## src/rtl/gmii_rx_axis_packer.sv

```systemverilog
// gmii_rx_axis_packer: strips preamble/SFD and FCS from GMII receive bytes,
// checks CRC-32, and packs the payload little-endian into AXI-Stream words
// with byte enables, end-of-frame marking and a bad-frame user bit.
module gmii_rx_axis_packer #(
    parameter int DATA_WIDTH    = 128,
    parameter int MIN_FRAME_LEN = 64,
    parameter int CHECK_FCS     = 1
) (
    input  logic                      clk,
    input  logic                      rst,
    input  logic [7:0]                gmii_rxd,
    input  logic                      gmii_rx_dv,
    input  logic                      gmii_rx_er,
    output logic [DATA_WIDTH-1:0]     m_axis_tdata,
    output logic [DATA_WIDTH/8-1:0]   m_axis_tkeep,
    output logic                      m_axis_tvalid,
    input  logic                      m_axis_tready,
    output logic                      m_axis_tlast,
    output logic                      m_axis_tuser,
    output logic                      stat_good_frame,
    output logic                      stat_bad_fcs,
    output logic                      stat_bad_frame,
    output logic                      stat_overflow
);
    localparam int          LANES       = DATA_WIDTH / 8;
    localparam logic [10:0] LEN_MAX     = 11'd2047;
    localparam logic [31:0] CRC_RESIDUE = 32'hC704DD7B;

    typedef enum logic [2:0] {IDLE, PREAMBLE, PAYLOAD, DROP, FLUSH} state_t;

    state_t                state;
    logic [31:0]           crc;
    logic [31:0]           dly;
    logic [2:0]            dly_n;
    logic [10:0]           len;
    logic [DATA_WIDTH-1:0] pack;
    logic [4:0]            pack_n;
    logic                  er_flag;
    logic                  ovf_flag;

    logic                  out_free;
    logic                  fcs_bad;
    logic                  marker;
    logic                  flush_user;
    logic [LANES-1:0]      flush_keep;
    logic [7:0]            dly_out;

    // Reflected (LSB-first) CRC-32, one byte per call.
    function automatic logic [31:0] crc_byte(input logic [31:0] c, input logic [7:0] d);
        logic [31:0] r;
        r = c ^ {24'h0, d};
        for (int unsigned i = 0; i < 8; i++) begin
            r = r[0] ? ((r >> 1) ^ 32'hEDB88320) : (r >> 1);
        end
        return r;
    endfunction

    // The register is kept in reflected form; the residue constant is in
    // MSB-first form, so compare against the bit-reversed register.
    function automatic logic [31:0] bitrev32(input logic [31:0] c);
        logic [31:0] r;
        for (int unsigned i = 0; i < 32; i++) begin
            r[i] = c[31-i];
        end
        return r;
    endfunction

    // Frame-start decode shared by IDLE, PREAMBLE and the FLUSH exit.
    function automatic state_t idle_next(input logic dv, input logic [7:0] d);
        if (!dv)              return IDLE;
        else if (d == 8'h55)  return PREAMBLE;
        else if (d == 8'hD5)  return PAYLOAD;
        else                  return DROP;
    endfunction

    // End-of-frame status and output-register availability.
    always_comb begin
        out_free   = !m_axis_tvalid || m_axis_tready;
        fcs_bad    = bitrev32(crc) != CRC_RESIDUE;
        marker     = ovf_flag || (len <= 11'd4);
        flush_user = ((CHECK_FCS != 0) && fcs_bad) || er_flag ||
                     (len < 11'(MIN_FRAME_LEN)) || ovf_flag;
        flush_keep = '0;
        for (int unsigned i = 0; i < LANES; i++) begin
            flush_keep[i] = (5'(i) < pack_n);
        end
        dly_out    = dly[7:0];
    end

    // Receive FSM, delay line, packer and registered AXIS/stat outputs.
    always_ff @(posedge clk) begin
        if (!rst) begin
            state           <= IDLE;
            crc             <= '1;
            dly             <= '0;
            dly_n           <= '0;
            len             <= '0;
            pack            <= '0;
            pack_n          <= '0;
            er_flag         <= 1'b0;
            ovf_flag        <= 1'b0;
            m_axis_tdata    <= '0;
            m_axis_tkeep    <= '0;
            m_axis_tvalid   <= 1'b0;
            m_axis_tlast    <= 1'b0;
            m_axis_tuser    <= 1'b0;
            stat_good_frame <= 1'b0;
            stat_bad_fcs    <= 1'b0;
            stat_bad_frame  <= 1'b0;
            stat_overflow   <= 1'b0;
        end else begin
            stat_good_frame <= m_axis_tvalid && m_axis_tready && m_axis_tlast && !m_axis_tuser;
            stat_bad_frame  <= m_axis_tvalid && m_axis_tready && m_axis_tlast && m_axis_tuser;
            stat_bad_fcs    <= 1'b0;
            stat_overflow   <= 1'b0;
            if (m_axis_tvalid && m_axis_tready) begin
                m_axis_tvalid <= 1'b0;
            end

            case (state)
                IDLE, PREAMBLE: begin
                    state <= idle_next(gmii_rx_dv, gmii_rxd);
                end

                PAYLOAD: begin
                    if (gmii_rx_dv) begin
                        crc <= crc_byte(crc, gmii_rxd);
                        dly <= {gmii_rxd, dly[31:8]};
                        if (len != LEN_MAX) len <= len + 11'd1;
                        if (gmii_rx_er) er_flag <= 1'b1;
                        if (dly_n != 3'd4) begin
                            dly_n <= dly_n + 3'd1;
                        end else if (pack_n == 5'(LANES)) begin
                            // A full word is held back until the next payload
                            // byte proves it is not the frame's last word.
                            if (out_free) begin
                                m_axis_tdata  <= pack;
                                m_axis_tkeep  <= '1;
                                m_axis_tlast  <= 1'b0;
                                m_axis_tuser  <= 1'b0;
                                m_axis_tvalid <= 1'b1;
                                pack          <= {{(DATA_WIDTH-8){1'b0}}, dly_out};
                                pack_n        <= 5'd1;
                            end else begin
                                stat_overflow <= 1'b1;
                                ovf_flag      <= 1'b1;
                                state         <= DROP;
                            end
                        end else begin
                            pack[{pack_n[3:0], 3'b000} +: 8] <= dly_out;
                            pack_n <= pack_n + 5'd1;
                        end
                    end else begin
                        stat_bad_fcs <= (CHECK_FCS != 0) && fcs_bad;
                        state        <= FLUSH;
                    end
                end

                DROP: begin
                    if (!gmii_rx_dv) state <= ovf_flag ? FLUSH : IDLE;
                end

                FLUSH: begin
                    if (out_free) begin
                        if (marker) begin
                            m_axis_tdata <= '0;
                            m_axis_tkeep <= {{(LANES-1){1'b0}}, 1'b1};
                            m_axis_tuser <= 1'b1;
                        end else begin
                            m_axis_tdata <= pack;
                            m_axis_tkeep <= flush_keep;
                            m_axis_tuser <= flush_user;
                        end
                        m_axis_tlast  <= 1'b1;
                        m_axis_tvalid <= 1'b1;
                        crc           <= '1;
                        dly_n         <= '0;
                        len           <= '0;
                        pack          <= '0;
                        pack_n        <= '0;
                        er_flag       <= 1'b0;
                        ovf_flag      <= 1'b0;
                        state         <= idle_next(gmii_rx_dv, gmii_rxd);
                    end
                end

                default: state <= IDLE;
            endcase
        end
    end
endmodule

```

## config.mk

```make
export PLATFORM = sky130hd
export DESIGN_NAME = gmii_rx_axis_packer
export DESIGN_NICKNAME = d
export VERILOG_FILES = /design/src/rtl/gmii_rx_axis_packer.sv
export SDC_FILE = /design/constraint.sdc
export NUM_CORES = 1
export LEC_CHECK = 0
export BUFFER_PORTS_ARGS = -buffer_cell sky130_fd_sc_hd__buf_2
export CORE_UTILIZATION = 53
export CTS_CLUSTER_SIZE = 16
export DETAILED_ROUTE_END_ITERATION = 12
export GPL_ROUTABILITY_DRIVEN = 0
export PLACE_DENSITY = 0.72
export SYNTH_ARGS = -nofsm -noshare
export SYNTH_HDL_FRONTEND = slang
export SYNTH_SLANG_ARGS = --single-unit
```

## constraint.sdc

```tcl
create_clock -name clk -period 2.55 [get_ports clk]
set_input_delay 0.255 -clock clk [delete_from_list [all_inputs] [get_ports clk]]
set_output_delay 0.255 -clock clk [all_outputs]
set_load 0.03 [all_outputs]
```

==> impl_metrics.env, run 1 <==
export IMPL_fmax_mhz=415
export IMPL_final_setup_worst_slack_ns=0.143
export IMPL_max_stage_delay_ns=0.61
export IMPL_finalClockSkew_ns=0.0161
export IMPL_hold_viol=0
export IMPL_most_common_library_cell_in_the_layout_ignoring_fill_and_taps="sky130_fd_sc_hd__dfxtp_1"
export IMPL_synth_cell_types=74
export IMPL_grt_pass1_wl_mm=61.8
export IMPL_fin_cells=2283
export IMPL_setup_viol_count_final=0
export IMPL_chipHeight_um=171
export IMPL_worstMarginPinSlew_ns=0.769
export IMPL_port_buffer_count=163
export IMPL_grt_util_met3_pct=4.23
export IMPL_worst_setup_path_end_kind="flop"
export IMPL_grt_util_all_layers_pct=26.4
export IMPL_path_max_fanout=13
export IMPL_power_density_cell_area_mw_per_mm2=701
export IMPL_routed_wire_length_per_instance_um=17.3
export IMPL_power_share_sequential_pct=47.5
export IMPL_first_iter_violations=1116
export IMPL_synth_async_sr_flop_share_pct=0
export IMPL_clock_sinks=367
export IMPL_dr_pass1_iters=5
export IMPL_die_width_um=171
export IMPL_grt_pass1_vias=12100
export IMPL_grt_antenna_before_repair=1
export IMPL_crit_required_ns=2.92
export IMPL_largest_cells_by_area_after_synthesis="sky130_fd_sc_hd__dfxtp_1, sky130_fd_sc_hd__nand3_1, sky130_fd_sc_hd__a21oi_1"
export IMPL_synth_net_count=1781
export IMPL_critical_path_slowest_cell="sky130_fd_sc_hd__nor3_1"
export IMPL_max_slew_margin_rel_pct=48.7
export IMPL_post_route_cells_drive_above_1_share_pct=17.3
export IMPL_comb_power_share_pct=8.1
export IMPL_detailroute_via_count=13100
export IMPL_edff_count_synth=0
export IMPL_dp_cells=2211
export IMPL_core_box_area_mm2=0.0279
export IMPL_dp_hpwl_mm=26.2
export IMPL_netSwitchingPower_uw=2870
export IMPL_finish_utilization_pct=63.0
export IMPL_setup_worst_path_class="reg2reg"
export IMPL_p_leak_uw=0.00657
export IMPL_fp_dieArea_mm2=0.0291
export IMPL_synthesis_area_per_instance_um2=8.55
export IMPL_initial_utilization_pct=54.0
export IMPL_hp_class="in2reg"
export IMPL_clock_tree_buffer_depth=3
export IMPL_cts_tree="built"
export IMPL_yosysSeqAreaShare_pct=48.8
export IMPL_ys_seq_elements=367
export IMPL_fin_tns_setup_ns=0
export IMPL_place_ws_ns=0.139
export IMPL_finalWorstPathRequiredPeriod_ns=2.41
export IMPL_cell_internal_pwr_uw=9440
export IMPL_p_clk_share_pct=44.4
export IMPL_worst_setup_path_start_kind="flop"
export IMPL_power_ir_vdd_worst_v=0.000638
export IMPL_outcome="completed"
export IMPL_route_antenna_remaining_nets=0
export IMPL_grt_ovfl_total=0
export IMPL_area_delta_synth_final_pct=16.6
export IMPL_post_synth_inst_count=1760
export IMPL_layout_common_cells="sky130_fd_sc_hd__dfxtp_1, sky130_fd_sc_hd__nand2_1, sky130_fd_sc_hd__nand3_1"
export IMPL_fin_crit_sh_pct=94.4
export IMPL_dominantRegCellSynth="sky130_fd_sc_hd__dfxtp_1"
export IMPL_grt_util_met1_pct=34.0
export IMPL_clk_latency_ns=0.53
export IMPL_maximum_level_of_the_cts_h_tree=2
export IMPL_netSwitchingFraction_pct=23.3
export IMPL_mapped_cell_area_mm2=0.0151
export IMPL_synth_top_area_share_pct=48.8
export IMPL_design_portCount=164
export IMPL_viasPerCell=5.76
export IMPL_cts_root_buf="sky130_fd_sc_hd__clkbuf_16"
export IMPL_layout_nets=1899
export IMPL_critical_path_arrival_ns=2.78
export IMPL_drcViolationCount=0
export IMPL_synthDominantAreaCellType="sky130_fd_sc_hd__dfxtp_1"
export IMPL_grt_start_max_net_pins=83
export IMPL_clkSlewWorstSetupHoldPaths_ns=0.06
export IMPL_met2_usage_pct=44.1
export IMPL_cts_bufs_inserted=38
export IMPL_drt_total_wl_mm=39.5
export IMPL_global_route_peak_usage_layer="met2"
export IMPL_grt_setup_unrepaired="false"
export IMPL_layout_filler_cells=2442
export IMPL_number_of_warnings_issued_by_yosys=0
export IMPL_maxSlewViolCount=0
export IMPL_antenna_cells=0
export IMPL_floorplan_rows=61
export IMPL_cap_viol_max_count=0
export IMPL_crit_chain="nor2b_1, a21oi_4, or2_2, nor3_1, a2bb2oi_1"
==> cells by family (layout without fill, tap and decap cells) <==
logic type | Yosys count | in the layout | synth area share [%]
simple gates | 736 | 737 | 23.4
compound gates | 383 | 383 | 14.3
flops | 367 | 367 | 48.8
buf+inv | 154 | 298 | 4.47
xor+xnor | 78 | 78 | 6.07
mux | 34 | 34 | 2.26
fa+ha+maj | 8 | 8 | 0.665
==> cells in the mapped netlist (9+ instances only) <==
library cell	n
sky130_fd_sc_hd__a21oi_1	247
sky130_fd_sc_hd__buf_2	31
sky130_fd_sc_hd__buf_4	11
sky130_fd_sc_hd__clkbuf_1	95
sky130_fd_sc_hd__dfxtp_1	367
sky130_fd_sc_hd__inv_1	12
sky130_fd_sc_hd__mux2i_1	34
sky130_fd_sc_hd__nand2_1	314
sky130_fd_sc_hd__nand3_1	258
sky130_fd_sc_hd__nand4_1	11
sky130_fd_sc_hd__nor2_1	43
sky130_fd_sc_hd__nor3_1	12
sky130_fd_sc_hd__o21ai_0	57
sky130_fd_sc_hd__o22ai_1	18
sky130_fd_sc_hd__or2_2	17
sky130_fd_sc_hd__xnor2_1	44
sky130_fd_sc_hd__xnor2_2	9
sky130_fd_sc_hd__xor2_1	13
==> state kept, by name, summed over array words and instances, names as in the netlist <==
register / count
stat_good_frame: 1
crc: 32
len: 11
ovf_flag: 1
dly_n: 3
m_axis_tdata: 128
dly: 32
state: 3
stat_overflow: 1
pack: 128
stat_bad_frame: 1
m_axis_tuser: 1
stat_bad_fcs: 1
m_axis_tkeep: 16
m_axis_tlast: 1
pack_n: 5
m_axis_tvalid: 1
er_flag: 1
==> path summary, 6_finish.rpt <==
check | to | slack [ns] | from | depth (start not counted)
setup reg to reg | crc[5] | 0.14 | state[2] | 5
setup / recovery | crc[5] | 0.14 | state[2] | 5
hold / removal | dly[30] | 0.01 | gmii_rxd[6] | 3
hold reg to reg | dly[18] | 0.45 | dly[26] | 2
==> stage by stage <==
stage	total power, µW	cell area, µm²	hold WS (ns)
3_5_place_dp	6960	16300	0.442
3_3_place_gp	6930	16300	0.438
4_1_cts	12400	17500	0.00351
6_report	12300	17600	0.0146
5_1_grt	12700	17600	0.0190
2_1_floorplan	6730	15100	0.391
==> worst max-delay path, delay by kind of cell (launching register included) <==
kind | cells | cell delay, ns
DFF | 1 | 0.56
AOI/OAI and AO/OA | 2 | 0.34
and+or+nand+nor | 3 | 1.35
==> power groups by stage <==
| stage | sequential (µW) | clock, µW | combinational (µW) |
|---|---|---|---|
| final | 5850 | 5460 | 996 |
| after global routing | 5860 | 5780 | 1080 |
| after CTS | 5850 | 5520 | 987 |
| after detailed placement | 5980 | 0 | 978 |
| after global placement | 5980 | 0 | 957 |
| after floorplan | 5960 | 0 | 773 |
==> routing by layer <==
layer,vias up,part of all wire [%]
met1,6260,43
met5,-,0.030
met2,445,48
met3,79,5.6
li1,6362,-
met4,2,3.1
==> timing repair <==
item,in CTS,in global routing
endpoints found under the setup margin,0,49
hold endpoints to repair,4,0
gates resized for setup,0,5
setup buffers,0,0
hold buffers,4,0
==> final cells by class <==
cell class / instances / area, µm² / share of cell area [%]
clock buffer: 54 / 1090 / 6.22
clock inverter: 13 / 140 / 0.798
inverter: 12 / 50.0 / 0.285
multi-input combinational: 1240 / 7080 / 40.3
sequential: 367 / 7350 / 41.9
tap: 378 / 473 / 2.69
timing repair buffer: 219 / 1370 / 7.81
(Power assumes the default switching activity.)
==> inputs of run 2 (changes only) <==
--- a/config.mk
+++ b/config.mk
@@ -6,11 +6,11 @@
 export NUM_CORES = 1
 export LEC_CHECK = 0
 export BUFFER_PORTS_ARGS = -buffer_cell sky130_fd_sc_hd__buf_2
-export CORE_UTILIZATION = 53
+export CORE_UTILIZATION = 27
 export CTS_CLUSTER_SIZE = 16
 export DETAILED_ROUTE_END_ITERATION = 12
 export GPL_ROUTABILITY_DRIVEN = 0
-export PLACE_DENSITY = 0.72
+export PLACE_DENSITY = 0.4
 export SYNTH_ARGS = -nofsm -noshare
 export SYNTH_HDL_FRONTEND = slang
 export SYNTH_SLANG_ARGS = --single-unit
==> run 2 against run 1 <==
  * Sequential power is essentially flat
  * First-iteration DRC count shrank 33%
  * Non-clock buffer count grew 20
  * Critical endpoint is now pack[57]
  * Largest power group is now the clock network
==> impl_metrics.env, run 2 (same netlist as run 1, synthesis figures left out) <==
export IMPL_outcome="completed"
export IMPL_worst_hold_path_num_cells=3
export IMPL_hold_viol=0
export IMPL_worst_r2r_startpoint="state[2]"
export IMPL_initial_utilization_pct=27.3
export IMPL_cts_tree="built"
export IMPL_critical_path_arrival_ns=2.86
export IMPL_clock_tree_buffer_depth=3
export IMPL_min_to="stat_bad_frame"
export IMPL_layout_nets=1925
export IMPL_critical_path_slowest_cell="sky130_fd_sc_hd__or4_4"
export IMPL_viasPerCell=4.81
export IMPL_postCtsSetupBuffers=0
export IMPL_setup_viol_count_final=0
export IMPL_detailroute_via_count=12900
export IMPL_finalClockSkew_ns=0.0194
export IMPL_maximum_level_of_the_cts_h_tree=2
export IMPL_p_leak_uw=0.00676
export IMPL_dr_pass1_iters=5
export IMPL_path_max_fanout=87
export IMPL_critPathBufInv=1
export IMPL_cts_root_buf="sky130_fd_sc_hd__clkbuf_16"
export IMPL_crit_chain="nor3b_4, nor2_1, or4_4, buf_16, nand3_1, a21oi_1"
export IMPL_dp_cells=2596
export IMPL_core_box_area_mm2=0.0551
export IMPL_port_buffer_count=163
export IMPL_worst_setup_path_start_kind="flop"
export IMPL_antenna_cells=0
export IMPL_max_slew_margin_rel_pct=47.8
export IMPL_fmax_mhz=410
export IMPL_die_width_um=238
export IMPL_first_iter_violations=744
export IMPL_grt_pass1_vias=12600
export IMPL_fp_dieArea_mm2=0.0567
export IMPL_crit_required_ns=2.97
export IMPL_worst_case_hold_slack_ns=0.0341
export IMPL_area_delta_synth_final_pct=22.0
export IMPL_most_common_library_cell_in_the_layout_ignoring_fill_and_taps="sky130_fd_sc_hd__dfxtp_1"
export IMPL_largestRegisters="m_axis_tdata (128), pack (128)"
export IMPL_clk_latency_ns=0.56
export IMPL_cp_startpoint="state[2]"
export IMPL_setup_worst_path_class="reg2reg"
export IMPL_clkSlewWorstSetupHoldPaths_ns=0.06
export IMPL_grt_util_all_layers_pct=16.6
export IMPL_chipHeight_um=238
export IMPL_r2r_end="pack[57]"
export IMPL_dp_hpwl_mm=32.6
export IMPL_route_antenna_remaining_nets=0
export IMPL_max_stage_delay_ns=0.58
export IMPL_drt_total_wl_mm=47.8
export IMPL_power_density_cell_area_mw_per_mm2=713
export IMPL_finalWorstPathRequiredPeriod_ns=2.44
export IMPL_worstRegToRegCells=6
export IMPL_reg2reg_setup_slack_ns=0.11
export IMPL_floorplan_rows=86
export IMPL_cap_viol_max_count=0
export IMPL_routed_wire_length_per_instance_um=17.8
export IMPL_worst_setup_path_end_kind="flop"
export IMPL_post_route_cells_drive_above_1_share_pct=18.1
export IMPL_drcViolationCount=0
export IMPL_maxSlewViolCount=0
export IMPL_grt_start_max_net_pins=126
export IMPL_power_ir_vdd_worst_v=0.000469
export IMPL_grt_setup_unrepaired="true"
export IMPL_grt_ovfl_total=0
export IMPL_layout_common_cells="sky130_fd_sc_hd__dfxtp_1, sky130_fd_sc_hd__nand2_1, sky130_fd_sc_hd__nand3_1"
export IMPL_grt_antenna_before_repair=0
export IMPL_fin_cells=2681
export IMPL_hp_class="in2reg"
export IMPL_design_portCount=164
export IMPL_worstMarginPinSlew_ns=0.778
export IMPL_hold_start="m_axis_tready"
export IMPL_clock_sinks=367
export IMPL_grt_pass1_wl_mm=73.9
export IMPL_cts_bufs_inserted=45
export IMPL_cp_top_delay_family="simple AND/OR/NAND/NOR gates"
export IMPL_fin_crit_sh_pct=95.7
## run 2: layout make-up
type,count,area (µm²)
multi-input combinational,1239,7060
tap,748,936
inverter,12,50.0
clock buffer,65,1330
fill,5947,36700
clock inverter,11,92.6
timing repair buffer,239,1550
sequential,367,7350
## run 2: report_power, final
part | internal, µW | leakage, µW | switching, µW
Combinational | 474 | 0.00310 | 548
Clock | 3710 | 0.000701 | 2510
Sequential | 5790 | 0.00296 | 64.2
Total | 9970 | 0.00676 | 3130
## run 2: what timing repair did
action                     CTS  global route
hold endpoints to repair     9             0
gates resized for setup      0             5
hold buffers                 9             0
setup endpoints to repair    0            93
## run 2: per-layer routing
metal  wire length, µm  share of wire (%)  vias to the layer above  track usage, %
met4              1110                2.3                        0            5.48
li1                  -                  -                     6420               -
met5                 0                  0                        -               0
met3              1870                3.9                       71            2.55
met1             21900                 46                     6165            21.9
met2             22900                 48                      235            27.8
## run 2: worst max path at each step
stage	endpoint	slack (ns)	cells past startpoint
2_1_floorplan	pack[86]	0.06	9
3_3_place_gp	crc[5]	0.13	5
3_5_place_dp	m_axis_tdata[64]	0.13	6
4_1_cts	m_axis_tdata[107]	0.12	6
5_1_grt	pack[35]	-0.001	8
6_report	pack[57]	0.11	6
## run 2: worst reg2reg max path, delay by kind of cell (launching register included)
family          cells  cell delay [ns]
simple gates        4             1.41
flops               1             0.55
buf+inv             1             0.27
compound gates      1             0.08
## run 2: stage by stage
| stage | utilization [%] | area, µm² | TNS [ns] | total power, µW | setup WS (ns) |
|---|---|---|---|---|---|
| floorplan | - | 15100 | 0 | 6730 | 0.0639 |
| global placement | 30.6 | 16800 | 0 | 7000 | 0.126 |
| global route | 33.3 | 18400 | -0.00116 | 13600 | -0.00116 |
| finish | 33.3 | 18400 | 0 | 13100 | 0.109 |
| detailed placement | 30.6 | 16800 | 0 | 7000 | 0.131 |
| CTS | 33.3 | 18300 | 0 | 13300 | 0.120 |
==> inputs of run 3 (changes only) <==
--- a/config.mk
+++ b/config.mk
@@ -5,6 +5,7 @@
 export SDC_FILE = /design/constraint.sdc
 export NUM_CORES = 1
 export LEC_CHECK = 0
+export ABC_AREA = 1
 export BUFFER_PORTS_ARGS = -buffer_cell sky130_fd_sc_hd__buf_2
 export CORE_UTILIZATION = 27
 export CTS_CLUSTER_SIZE = 16
==> run 3 against run 2 <==
  * Via count is 12% higher
  * Non-clock buffer count down 23
  * Register-to-register slack improved by 0.11 ns
  * Final cell count up 15%
  * Worst setup slack gained 0.11 ns
  * Wire length increased by 13%
  * Power is 13% higher
  * Critical path depth grew 5
  * Cell area rose by 2.0%
  * Maximum frequency is 4.6% higher
  * First-iteration DRC count increased by 29%
  * Clock skew decreased by 0.0052 ns
  * Largest cell class unchanged
==> impl_metrics.env, run 3 <==
export IMPL_first_iter_violations=958
export IMPL_cap_viol_max_count=0
export IMPL_worst_case_hold_slack_ns=0.0387
export IMPL_drt_total_wl_mm=53.8
export IMPL_hold_viol=0
export IMPL_cts_tree="built"
export IMPL_cts_bufs_inserted=44
export IMPL_register_area_mm2=0.00735
export IMPL_wl_met2_mm=24.8
export IMPL_most_common_library_cell_in_the_layout_ignoring_fill_and_taps="sky130_fd_sc_hd__nand2_1"
export IMPL_design_portCount=164
export IMPL_hp_class="in2reg"
export IMPL_grt_start_max_net_pins=192
export IMPL_multi_input_comb_area_mm2=0.00720
export IMPL_hold_start="gmii_rxd[4]"
export IMPL_detailroute_via_count=14500
export IMPL_dp_cells=3009
export IMPL_dp_hpwl_mm=36.8
export IMPL_layout_nets=2323
export IMPL_post_synth_inst_count=2154
export IMPL_finalClockSkew_ns=0.0142
export IMPL_fin_tns_setup_ns=0
export IMPL_largest_cells_by_area_after_synthesis="sky130_fd_sc_hd__dfxtp_1, sky130_fd_sc_hd__nand2_1, sky130_fd_sc_hd__a21oi_1"
export IMPL_r2r_end="pack[5]"
export IMPL_worstRegToRegCells=11
export IMPL_post_route_cells_drive_above_1_share_pct=14.4
export IMPL_dominantRegCellSynth="sky130_fd_sc_hd__dfxtp_1"
export IMPL_clk_latency_ns=0.57
export IMPL_p_clk_share_pct=43.9
export IMPL_routed_wire_length_per_instance_um=17.4
export IMPL_grt_pass1_wl_mm=83.2
export IMPL_dr_max_layer_used="met4"
export IMPL_floorplan_rows=87
export IMPL_crit_chain="nor2_2, nand2_1, nand2_1, nor2_4, nand2_8, inv_2, nand2_2, inv_1, nand2_1, nand2_1, nor2_1"
export IMPL_path_max_fanout=15
export IMPL_number_of_warnings_issued_by_yosys=0
export IMPL_crit_required_ns=2.99
export IMPL_core_box_area_mm2=0.0565
export IMPL_grt_pass1_vias=13900
export IMPL_grt_setup_unrepaired="false"
export IMPL_synthesis_area_per_instance_um2=7.18
export IMPL_drcViolationCount=0
export IMPL_worst_hold_path_num_cells=3
export IMPL_critPathBufInv=2
export IMPL_dr_pass1_iters=5
export IMPL_synth_top_area_share_pct=47.5
export IMPL_power_density_cell_area_mw_per_mm2=790
export IMPL_fp_dieArea_mm2=0.0582
export IMPL_power_share_sequential_pct=41.2
export IMPL_layout_common_cells="sky130_fd_sc_hd__nand2_1, sky130_fd_sc_hd__dfxtp_1, sky130_fd_sc_hd__a21oi_1"
export IMPL_setup_worst_path_class="reg2reg"
export IMPL_cell_internal_pwr_uw=10500
export IMPL_netSwitchingFraction_pct=29.0
export IMPL_initial_utilization_pct=27.4
export IMPL_comb_power_share_pct=14.9
export IMPL_worstMarginPinSlew_ns=0.991
export IMPL_power_ir_vdd_worst_v=0.000401
export IMPL_antenna_cells=0
export IMPL_setup_viol_count_final=0
export IMPL_edff_count_synth=0
export IMPL_p_leak_uw=0.00820
export IMPL_chipHeight_um=241
export IMPL_critical_path_slowest_cell="sky130_fd_sc_hd__dfxtp_1"
export IMPL_ys_seq_elements=367
export IMPL_port_buffer_count=163
export IMPL_reg2reg_setup_slack_ns=0.21
export IMPL_clock_tree_buffer_depth=3
export IMPL_route_antenna_remaining_nets=0
export IMPL_cts_root_buf="sky130_fd_sc_hd__clkbuf_16"
export IMPL_timing_critical_path_mode_cell="sky130_fd_sc_hd__nand2_1"
export IMPL_area_delta_synth_final_pct=21.1
export IMPL_mapped_cell_area_mm2=0.0155
export IMPL_grt_antenna_before_repair=0
export IMPL_postCtsSetupBuffers=0
export IMPL_fin_crit_sh_pct=91.6
export IMPL_worst_setup_path_start_kind="flop"
export IMPL_worst_r2r_startpoint="state[0]"
export IMPL_synth_net_count=2175
export IMPL_synthDominantAreaCellType="sky130_fd_sc_hd__dfxtp_1"
export IMPL_maximum_level_of_the_cts_h_tree=2
export IMPL_viasPerCell=4.69
export IMPL_finish_utilization_pct=33.2
export IMPL_grt_util_all_layers_pct=18.5
export IMPL_layout_filler_cells=6145
export IMPL_fin_cells=3090
export IMPL_maxSlewViolCount=0
export IMPL_clock_sinks=367
export IMPL_grt_ovfl_total=0
export IMPL_min_to="dly[28]"
export IMPL_cp_top_delay_family="simple AND/OR/NAND/NOR gates"
export IMPL_yosys_cell_count_top_type="sky130_fd_sc_hd__nand2_1"
export IMPL_worst_setup_path_end_kind="flop"
export IMPL_finalWorstPathRequiredPeriod_ns=2.34
export IMPL_yosysSeqAreaShare_pct=47.5
export IMPL_max_slew_margin_rel_pct=33.8
export IMPL_synth_cell_types=41
export IMPL_largestRegisters="m_axis_tdata (128), pack (128)"
export IMPL_post_synth_most_frequent_cells="sky130_fd_sc_hd__nand2_1, sky130_fd_sc_hd__dfxtp_1, sky130_fd_sc_hd__a21oi_1"
export IMPL_route_layer_met1_wl_mm=26.0
export IMPL_clkSlewWorstSetupHoldPaths_ns=0.06
export IMPL_netSwitchingPower_uw=4290
export IMPL_die_width_um=241
export IMPL_critical_path_arrival_ns=2.78
export IMPL_max_stage_delay_ns=0.48
export IMPL_outcome="completed"
export IMPL_synth_async_sr_flop_share_pct=0
export IMPL_cp_startpoint="state[0]"
export IMPL_total_power_uw=14800
export IMPL_fmax_mhz=428
export IMPL_met3_length_mm=2.08
[run 3: cell types whose count changed in the layout (fill, tap and decap cells not counted), sizes merged, moves of 17 or more]
| cell | change |
|---|---|
| xnor2 | -45 |
| nor2 | +240 |
| nand3 | -163 |
| a21oi | +67 |
| buf | -17 |
| inv | +104 |
| o21ai | +149 |
| mux2i | -34 |
| nand2 | +218 |
| or2 | -19 |
| nor3 | +18 |
[run 3: layout make-up]
| cell class | instances | share of cell area (%) |
|---|---|---|
| Sequential cell | 367 | 39.2 |
| Multi-Input combinational cell | 1555 | 38.4 |
| Timing Repair Buffer | 216 | 7.02 |
| Clock buffer | 56 | 6.39 |
| Tap cell | 756 | 5.05 |
| Inverter | 118 | 2.38 |
| Clock inverter | 22 | 1.49 |
[run 3: worst reg2reg max path: cells and delay by family (launching register included)]
kind | cells | cell delay [ns]
simple gates | 9 | 1.24
buf+inv | 2 | 0.49
flops | 1 | 0.48
[run 3: metal layers]
layer / vias to the layer above / GRT usage [%]
met5: - / 0
met4: 0 / 4.45
met1: 6751 / 25.4
met2: 287 / 30.0
li1: 7395 / -
met3: 63 / 3.03
[run 3: power groups by stage]
stage                     Sequential [µW]  Clock [µW]  Combinational (µW)
after floorplan                      6270           0                1430
after global placement               6220           0                2180
after detailed placement             6220           0                2180
after CTS                            6100        6710                2200
after global routing                 6120        6950                2470
final                                6100        6510                2200
[run 3: cell families after synthesis]
group / share of synthesized area [%]
fa+ha+maj: 0.647
xor+xnor: 1.48
flops: 47.5
compound gates: 18.3
buf+inv: 6.25
simple gates: 25.9
[run 3: timing repair]
item | 4_1_cts | 5_1_grt
hold buffers | 3 | 0
endpoints found under the setup margin | 0 | 171
endpoints found under the hold margin | 4 | 0
gates resized for setup | 0 | 8
[run 3: worst max path at each step]
stage                             endpoint  slack (ns)  cells past startpoint
after floorplan                   pack[41]        0.17                     16
after global placement    m_axis_tdata[89]        0.14                      9
after detailed placement          pack[69]        0.08                     13
after CTS                         pack[69]        0.07                     13
after global routing              pack[38]        0.02                     13
final                              pack[5]        0.21                     11
[run 3: metrics by stage]
stage,instance area (µm²),setup slack [ns]
5_1_grt,18700,0.0153
3_3_place_gp,17200,0.136
3_5_place_dp,17200,0.0781
2_1_floorplan,15500,0.168
4_1_cts,18700,0.0728
6_report,18700,0.215
